$ cat src/rtl/poly_sndgen.sv
// Time-multiplexed polyphonic tone generator. On each sample_ena frame, one shared
// multiplier scans every voice in turn, and the voices are mixed into one saturated sample.
module poly_sndgen #(
    parameter int         NUM_CH    = 4,
    parameter int         PHASE_W   = 14,
    parameter int         VOL_W     = 4,
    parameter int         ENV_W     = 4,
    parameter int         ENV_DIV   = 6,
    parameter int         OUT_W     = 8,
    parameter logic [7:0] LFSR_SEED = 8'hcf
) (
    input  logic                                           clock,
    input  logic                                           reset_n,
    input  logic                                           sample_ena,
    input  logic                                           cfg_valid,
    output logic                                           cfg_ready,
    input  logic [((NUM_CH > 1) ? $clog2(NUM_CH) : 1)-1:0] cfg_ch,
    input  logic [PHASE_W-1:0]                             cfg_inc,
    input  logic [1:0]                                     cfg_wave,
    input  logic [VOL_W-1:0]                               cfg_vol,
    input  logic                                           cfg_gate,
    output logic [OUT_W-1:0]                               sample,
    output logic                                           sample_valid,
    output logic                                           busy,
    output logic [7:0]                                     overrun_cnt
);
    localparam int CH_W   = (NUM_CH > 1) ? $clog2(NUM_CH) : 1;
    localparam int ACC_W  = 4 + $clog2(NUM_CH) + 1;
    localparam int PROD_W = 4 + VOL_W + ENV_W;
    localparam int DIV_W  = (ENV_DIV > 0) ? ENV_DIV : 1;
    localparam int SAT_W  = (ACC_W > OUT_W) ? ACC_W : OUT_W;
    localparam logic [CH_W-1:0]  LAST_CH = CH_W'(NUM_CH - 1);
    localparam logic [ENV_W-1:0] ENV_MAX = {ENV_W{1'b1}};

    typedef enum logic [1:0] {IDLE = 2'd0, SCAN = 2'd1, OUT = 2'd2} state_t;

    state_t             state_q, state_d;
    logic [7:0]         lfsr_q;
    logic [CH_W-1:0]    ch_idx_q;
    logic [ACC_W-1:0]   acc_q, acc_d;
    logic [DIV_W-1:0]   div_q, div_d;
    logic [OUT_W-1:0]   sample_q, sample_d;
    logic               sample_valid_q;
    logic               busy_q;
    logic [7:0]         overrun_q;

    logic [PHASE_W-1:0] inc_q   [NUM_CH];
    logic [1:0]         wave_q  [NUM_CH];
    logic [VOL_W-1:0]   vol_q   [NUM_CH];
    logic               gate_q  [NUM_CH];
    logic [PHASE_W-1:0] phase_q [NUM_CH];
    logic [ENV_W-1:0]   env_q   [NUM_CH];

    logic [3:0]         w_s;
    logic [PROD_W-1:0]  prod_s;
    logic [3:0]         contrib_s;
    logic [PHASE_W-1:0] phase_d;
    logic [ENV_W-1:0]   env_d;
    logic [SAT_W-1:0]   acc_ext_s;
    logic               last_s;
    logic               cfg_hit_s;

    function automatic logic [7:0] lfsr_step(input logic [7:0] cur);
        lfsr_step = cur[7] ? ({cur[6:0], 1'b1} ^ 8'h0d) : {cur[6:0], 1'b0};
    endfunction

    assign last_s    = (ch_idx_q == LAST_CH);
    assign cfg_hit_s = cfg_valid && !busy_q && ({1'b0, cfg_ch} < (CH_W + 1)'(NUM_CH));
    assign div_d     = (ENV_DIV == 0) ? {DIV_W{1'b0}} : div_q + DIV_W'(1);

    // Datapath for the voice under scan: waveform, shared multiply, mix, phase and envelope step
    always_comb begin
        w_s = 4'd0;
        case (wave_q[ch_idx_q])
            2'd0:    w_s = {4{phase_q[ch_idx_q][PHASE_W-1]}};
            2'd1:    w_s = phase_q[ch_idx_q][PHASE_W-1 -: 4];
            2'd2:    w_s = lfsr_q[3:0];
            default: w_s = 4'd0;
        endcase
        prod_s    = PROD_W'(w_s) * PROD_W'(vol_q[ch_idx_q]) * PROD_W'(env_q[ch_idx_q]);
        contrib_s = 4'(prod_s >> (VOL_W + ENV_W));
        acc_d     = acc_q + ACC_W'(contrib_s);
        phase_d   = phase_q[ch_idx_q] + inc_q[ch_idx_q];
        env_d     = env_q[ch_idx_q];
        if (div_q == {DIV_W{1'b0}}) begin
            if (gate_q[ch_idx_q] && (env_q[ch_idx_q] != ENV_MAX)) begin
                env_d = env_q[ch_idx_q] + ENV_W'(1);
            end else if (!gate_q[ch_idx_q] && (env_q[ch_idx_q] != {ENV_W{1'b0}})) begin
                env_d = env_q[ch_idx_q] - ENV_W'(1);
            end else begin
                env_d = env_q[ch_idx_q];
            end
        end else begin
            env_d = env_q[ch_idx_q];
        end
        acc_ext_s = SAT_W'(acc_d);
        sample_d  = (acc_ext_s > SAT_W'({OUT_W{1'b1}})) ? {OUT_W{1'b1}} : acc_ext_s[OUT_W-1:0];
    end

    // Frame FSM next state
    always_comb begin
        state_d = state_q;
        case (state_q)
            IDLE:    state_d = sample_ena ? SCAN : IDLE;
            SCAN:    state_d = last_s ? OUT : SCAN;
            OUT:     state_d = IDLE;
            default: state_d = IDLE;
        endcase
    end

    // Frame control, mix accumulator, output sample and overrun counter
    always_ff @(posedge clock) begin
        if (!reset_n) begin
            state_q        <= IDLE;
            lfsr_q         <= LFSR_SEED;
            ch_idx_q       <= {CH_W{1'b0}};
            acc_q          <= {ACC_W{1'b0}};
            div_q          <= {DIV_W{1'b0}};
            sample_q       <= {OUT_W{1'b0}};
            sample_valid_q <= 1'b0;
            busy_q         <= 1'b0;
            overrun_q      <= 8'd0;
        end else begin
            state_q        <= state_d;
            lfsr_q         <= lfsr_step(lfsr_q);
            busy_q         <= (state_d != IDLE);
            sample_valid_q <= (state_q == SCAN) && last_s;
            if (state_q == SCAN) begin
                ch_idx_q <= ch_idx_q + CH_W'(1);
                acc_q    <= acc_d;
            end else begin
                ch_idx_q <= {CH_W{1'b0}};
                acc_q    <= {ACC_W{1'b0}};
            end
            if ((state_q == SCAN) && last_s) begin
                sample_q <= sample_d;
            end
            if (state_q == OUT) begin
                div_q <= div_d;
            end
            if (sample_ena && busy_q && (overrun_q != 8'hff)) begin
                overrun_q <= overrun_q + 8'd1;
            end
        end
    end

    // Per-voice registers: host writes while idle, phase/envelope stepping while scanning
    always_ff @(posedge clock) begin
        if (!reset_n) begin
            for (int i = 0; i < NUM_CH; i++) begin
                inc_q[i]   <= {PHASE_W{1'b0}};
                wave_q[i]  <= 2'd0;
                vol_q[i]   <= {VOL_W{1'b0}};
                gate_q[i]  <= 1'b0;
                phase_q[i] <= {PHASE_W{1'b0}};
                env_q[i]   <= {ENV_W{1'b0}};
            end
        end else if (cfg_hit_s) begin
            inc_q[cfg_ch]  <= cfg_inc;
            wave_q[cfg_ch] <= cfg_wave;
            vol_q[cfg_ch]  <= cfg_vol;
            gate_q[cfg_ch] <= cfg_gate;
            if (cfg_gate && !gate_q[cfg_ch]) begin
                phase_q[cfg_ch] <= {PHASE_W{1'b0}};
            end
        end else if (state_q == SCAN) begin
            phase_q[ch_idx_q] <= phase_d;
            env_q[ch_idx_q]   <= env_d;
        end
    end

    assign cfg_ready    = ~busy_q;
    assign busy         = busy_q;
    assign sample       = sample_q;
    assign sample_valid = sample_valid_q;
    assign overrun_cnt  = overrun_q;
endmodule

$ cat config.mk
export PLATFORM = sky130hd
export DESIGN_NAME = poly_sndgen
export DESIGN_NICKNAME = d
export VERILOG_FILES = /design/src/rtl/poly_sndgen.sv
export SDC_FILE = /design/constraint.sdc
export NUM_CORES = 1
export LEC_CHECK = 0
export CELL_PAD_IN_SITES_DETAIL_PLACEMENT = 2
export CELL_PAD_IN_SITES_GLOBAL_PLACEMENT = 2
export CORE_MARGIN = 1.5
export CORE_UTILIZATION = 40
export DETAILED_ROUTE_END_ITERATION = 6
export PLACE_DENSITY = 0.8
export SYNTH_ARGS = -nofsm -noshare
export SYNTH_HDL_FRONTEND = slang
export SYNTH_SLANG_ARGS = --single-unit
$ cat constraint.sdc
create_clock -name clock -period 8.93 [get_ports clock]
set_input_delay 1.3395 -clock clock [delete_from_list [all_inputs] [get_ports clock]]
set_output_delay 1.3395 -clock clock [all_outputs]
set_load 0.05 [all_outputs]
* Word level (Yosys, flattened, before mapping)
Memory sizes are Yosys's and may differ from the RTL's. A register that Yosys moved wholly into a read port is not among the register bits.
Index checks and enable logic that the tools add are counted.
** Operators by class
- Add/subtract/negate cells :: 7
- Multiply operators :: 2
- Divide/modulo/power cells :: 0
- Order comparisons :: 0
- Equal/unequal tests :: 7
- Shift-type cells :: 0
- Mux-type cells :: 47
- Bitwise gates (word level) :: 2
- Reduce and logical (&&, ||, !) cells :: 23
** Operator list (number)
- 14-bit 2-to-1 mux :: 3
- 14-bit OR reduction :: 3
- 2-bit 2-to-1 mux :: 15
- 4-bit 2-to-1 mux :: 6
- 1-bit 2-to-1 mux :: 21
- 14-bit adder :: 1
- 8-bit by 4-bit multiplier with 12-bit output :: 1
- 4-bit one-hot mux with 3 select lines :: 1
- 8-bit by 1-bit adder with 8-bit output, second input constant :: 1
- 4-bit by 4-bit multiplier with 8-bit output :: 1
- 8-bit != test, second input constant :: 1
- 4-bit OR reduction :: 2
- 7-bit by 4-bit adder with 7-bit output :: 1
- 1-bit logical AND :: 7
- 6-bit by 1-bit adder with 6-bit output, second input constant :: 1
- 2-bit equality test, second input constant :: 3
- 6-bit zero test :: 1
- 4-bit by 1-bit adder with 4-bit output, second input constant :: 1
- 2-bit by 1-bit equality test with 1-bit output, second input constant :: 2
- 2-bit zero test :: 2
- 4-bit != test, second input constant :: 1
- 2-bit one-hot mux with 2 select lines :: 1
- 4-bit nonzero test :: 1
- 4-bit by 1-bit subtractor with 4-bit output, second input constant :: 1
- other kinds (8) :: 10
** Storage, ports and cells
- Register bits :: 42
- Bits in latches :: 0
- RAM bits :: 156
- Bits in read-only memories :: 0
- Bits of input ports :: 27
- Output and inout bits :: 19
- Logic and storage cells :: 103
- Memories :: 6
** Memory list
- inc_q :: words 4, bits a word 14, rd ports 1, clocked after Yosys merged registers in 1, wr ports 4, RTL line 47 : logic [PHASE_W-1:0] inc_q [NUM_CH];
- phase_q :: words 4, bits a word 14, rd ports 1, clocked after Yosys merged registers in 1, wr ports 4, RTL line 51 : logic [PHASE_W-1:0] phase_q [NUM_CH];
- env_q :: words 4, bits a word 4, rd ports 1, clocked after Yosys merged registers in 1, wr ports 4, RTL line 52 : logic [ENV_W-1:0] env_q [NUM_CH];
- vol_q :: words 4, bits a word 4, rd ports 1, clocked after Yosys merged registers in 1, wr ports 4, RTL line 49 : logic [VOL_W-1:0] vol_q [NUM_CH];
- wave_q :: words 4, bits a word 2, rd ports 1, clocked after Yosys merged registers in 1, wr ports 4, RTL line 48 : logic [1:0] wave_q [NUM_CH];
- gate_q :: words 4, bits a word 1, rd ports 2, clocked after Yosys merged registers in 1, wr ports 4, RTL line 50 : logic gate_q [NUM_CH];

* Logic depth before layout (Yosys ltp)
Gate-level depths: netlist of the first run.
An unclocked memory read counts as a cell.
- Depth after elaboration :: 10
- Mapped depth :: 33
- Mapped depth without buffers :: 33

* Worst setup path before layout of the first run
OpenSTA, ideal clock, no wires.
- Path kind :: reg2reg
- Start :: register ch_idx_q[0]
- End :: register sample_q[4] (netlist: sample[4])
- Library setup time :: 128 ps
- Arrival :: 6998 ps
- Data required time :: 8802 ps
- Path slack :: 1804 ps
- Cell stages (with the launch flop) :: 29
- Path buffers :: 1
- Period minus slack after synthesis :: 7126 ps
- Cells stage by stage :: dfxtp_1 -> buf_6 -> mux4_1 -> o21ai_0 -> nand2_1 -> fa_1 -> inv_1 -> fa_1 -> inv_1 -> fa_1 -> nand2b_1 -> fa_1 -> inv_1 -> fa_1 -> ha_1 -> a21o_1 -> a21o_1 -> a31oi_2 -> o21bai_1 -> a21o_1 -> xor2_1 -> ha_1 -> fa_1 -> a21o_1 -> a21oi_1 -> xor2_1 -> nor2_1 -> a21oi_1 -> nor2_1
** RTL lines
- from (decl) :: RTL line 39 : logic [CH_W-1:0] ch_idx_q;
- from (signal assigned) :: RTL line 116 : ch_idx_q <= {CH_W{1'b0}};
- from (signal assigned) :: RTL line 129 : ch_idx_q <= ch_idx_q + CH_W'(1);
- from (signal assigned) :: RTL line 132 : ch_idx_q <= {CH_W{1'b0}};
- to (signal assigned) :: RTL line 119 : sample_q <= {OUT_W{1'b0}};
- to (signal assigned) :: RTL line 136 : sample_q <= sample_d;
- to (decl) :: RTL line 42 : logic [OUT_W-1:0] sample_q, sample_d;

==> run summary, run 1 <==
Layout area overhead - 14.3%
CTS Hold Bufs - 0
filler cell count - 2528
final wirelength - 30900 um
die extent in x - 165 um
residual DRC count - 0
Synth async-reset ratio - 0%
RePlAce Congestion - 0.744
top_reg_cell synth - edfxtp_1
Hold Path Depth - 1
Metal-1 WL - 12500 um
post-route insts no fill - 1274
Setup Crit Path Kind - register to register
internal power - 1.62 mW
sw power - 634 uW
Synth Instances - 885
CP peak stage delay - 760 ps
Vias - 7166
most numerous cell on the critical path - fa_1
reg2reg setup slack - 730 ps
Crit Reg-Reg Endpoint - sample[4]
worst r2r path cells - 30
Clock Skew - 30.2 ps
most common cell after layout, fill and taps aside - edfxtp_1
post-route ant nets - 0
outcome - finished, final reports clean
share of layout cells above drive strength 1 - 11.1%
slew margin rel. - 28.5%
worst hold start - lfsr_q[6]
vias per inst - 5.62
Setup Fix Bufs, Post-CTS - 0
Num CTS Buffers - 17
warning count from the yosys run - 0
Final Net Count - 1020
global route overflow - 0
#FFs+latches synth - 197
Top-Level Pins - 46
initial core utilization - 40.5%
MaxCap Viol Count - 0
TritonCTS clock tree - yes
first-pass GRT wire length - 48400 um
clk sinks - 197
clock share of power - 38.0%
most area-hungry cell type in the Yosys netlist - edfxtp_1
Net Sw Frac - 28.1%
initial antenna violation count - 0
Critical-path top delay cell - mux4_1
Post-synth EDFFs - 153
DR pass1 iterations - 4
Max FO, Critical Path - 12
Die Span Y - 165 um
multi-input logic area - 0.00467 mm^2
PostCTS Resize Cnt - 0
DP HPWL - 21000 um
FF-to-FF Start - ch_idx_q[0]
full die area - 0.0272 mm^2
top sig layer - met4
Fin Setup TNS - 0 ps
Yosys cell types - 60
# diodes - 0
Slew @ Worst Pin - 1070 ps
Hold Path End - lfsr_q[7]
CTS clk-pin slew, worst paths - 70 ps
Core ar. - 0.0259 mm^2
metal3 WL - 1360 um
placed insts - 1242
largest cells by area after synthesis - edfxtp_1, dfxtp_1, mux4_2
Rows - 59
CTS Root Cell - clkbuf_16
syn avg cell area - 11.9 um^2
Seq/Total Area, Yosys - 52.2%
Leak - 5.00 nW
Synth Net Count - 979
HP Class - register to register
Initial DRC Count - 445
PwrDens - 188 mW/mm^2
H-tree level count - 4
wire per inst - 24.2 um
largest net degree at the start of global routing - 28
maximum vdd drop - 0.142 mV
WL met2 - 16300 um
CP arrival - 8530 ps
final hold violation count - 0
part of the power in registers - 46.7%
register cell area after layout - 0.00548 mm^2
most frequent cells in the layout - edfxtp_1, nor2_1, and3_1, nand2_1
vias in the first global route - 8120
endpoints failing setup - 0
Port-buffer cells - 44
crit path time final - 8200 ps
f_max - 0.122 GHz
RSZ-0062 raised after global routing - no
fin crit share - 91.9%
Mapped Area - 0.0105 mm^2
Final Max Tran Viols - 0
share of the synthesized area in the top cell type - 43.8%
Setup crit start kind - register
Clk Latency, worst-skew pair - 450 ps
combinational share of power - 15.4%
Tot GR Track Use - 24.3%
CP endpoint kind - register
CP required - 9260 ps
clk buf depth - 2
## cells in the mapped netlist, types with 13 or more instances
cell / count
a21o_1: 13
a21oi_1: 32
and2_1: 36
and3_1: 68
clkbuf_1: 30
dfxtp_1: 44
edfxtp_1: 153
fa_1: 17
ha_1: 50
inv_1: 50
mux4_2: 31
nand2_1: 67
nand2b_1: 13
nor2_1: 111
o21ai_0: 16
xnor2_1: 15
xor2_1: 19
## power by group through the flow
stage,Sequential [mW],Clock (mW),Combinational [mW]
floorplan,1.07,0,0.231
global placement,1.07,0,0.324
detailed placement,1.07,0,0.343
CTS,1.05,0.869,0.351
global route,1.06,0.893,0.387
finish,1.05,0.857,0.347
## layout make-up
type	instances	share of cell area (%)
inverters	50	1.57
repair buffers	63	4.82
well taps	335	3.50
flip-flops and latches	197	45.7
multi-input cells	597	38.9
clock buffers	17	3.55
clock inverters	15	1.93
## state kept, by name, summed over array words and instances (netlist names)
| name | cells |
|---|---|
| inc_q | 56 |
| phase_q | 56 |
| env_q | 16 |
| vol_q | 16 |
| lfsr_q | 8 |
| overrun_cnt | 8 |
| wave_q | 8 |
| acc_q | 7 |
| sample | 7 |
| div_q | 6 |
| gate_q | 4 |
| ch_idx_q | 2 |
| state_q | 2 |
| busy | 1 |
## worst max-delay path by stage
stage	from	end	slack (ps)	cells past startpoint
2_1_floorplan	ch_idx_q[0]	sample[4]	1800	28
3_3_place_gp	ch_idx_q[0]	sample[4]	1250	30
3_5_place_dp	ch_idx_q[0]	sample[4]	880	30
4_1_cts	ch_idx_q[0]	sample[4]	660	30
5_1_grt	ch_idx_q[0]	sample[5]	110	31
6_report	ch_idx_q[0]	sample[4]	730	30
## kinds of logic after synthesis
logic type	count (synthesis)	synth area share, %
AO/OA/AOI/OAI	99	6.26
XOR/XNOR	34	2.84
adder cells (fa/ha/maj)	67	9.21
buffers and inverters	91	3.47
flip-flops	197	52.2
multiplexers	52	9.78
other	1	0.0358
AND/OR/NAND/NOR	344	16.2
## per-stage QoR
step / setup slack (ps) / cell area, um^2 / hold slack, ps / utilization (%) / power, mW
after CTS: 660 / 12000 / 417 / 46.3 / 2.28
after floorplan: 1800 / 10500 / 386 / - / 1.30
after global placement: 1250 / 11300 / 390 / 43.7 / 1.39
after global routing: 108 / 12000 / 426 / 46.3 / 2.34
after detailed placement: 883 / 11300 / 406 / 43.7 / 1.42
final: 726 / 12000 / 412 / 46.3 / 2.26
## critical path: cells and delay by family (launching register included)
family,cells,cell delay (ps)
fa+ha+maj,8,3480
compound gates,9,1710
flops,1,570
xor+xnor,3,750
mux,1,760
buf+inv,4,210
simple gates,5,590
## per-layer routing
layer / up-vias / track usage (%)
met5: - / 0
met4: 0 / 8.64
met3: 41 / 3.77
met2: 165 / 43.7
met1: 3700 / 29.3
li1: 3260 / -
(Power assumes the default switching activity.)
==> run 2: changes to the inputs <==
--- a/config.mk
+++ b/config.mk
@@ -11,6 +11,7 @@
 export CORE_UTILIZATION = 40
 export DETAILED_ROUTE_END_ITERATION = 6
 export PLACE_DENSITY = 0.8
+export SLEW_MARGIN = 20
 export SYNTH_ARGS = -nofsm -noshare
 export SYNTH_HDL_FRONTEND = slang
 export SYNTH_SLANG_ARGS = --single-unit
==> results of run 2 <==
No change in the layout: final DEF, timing and power equal those of run 1.
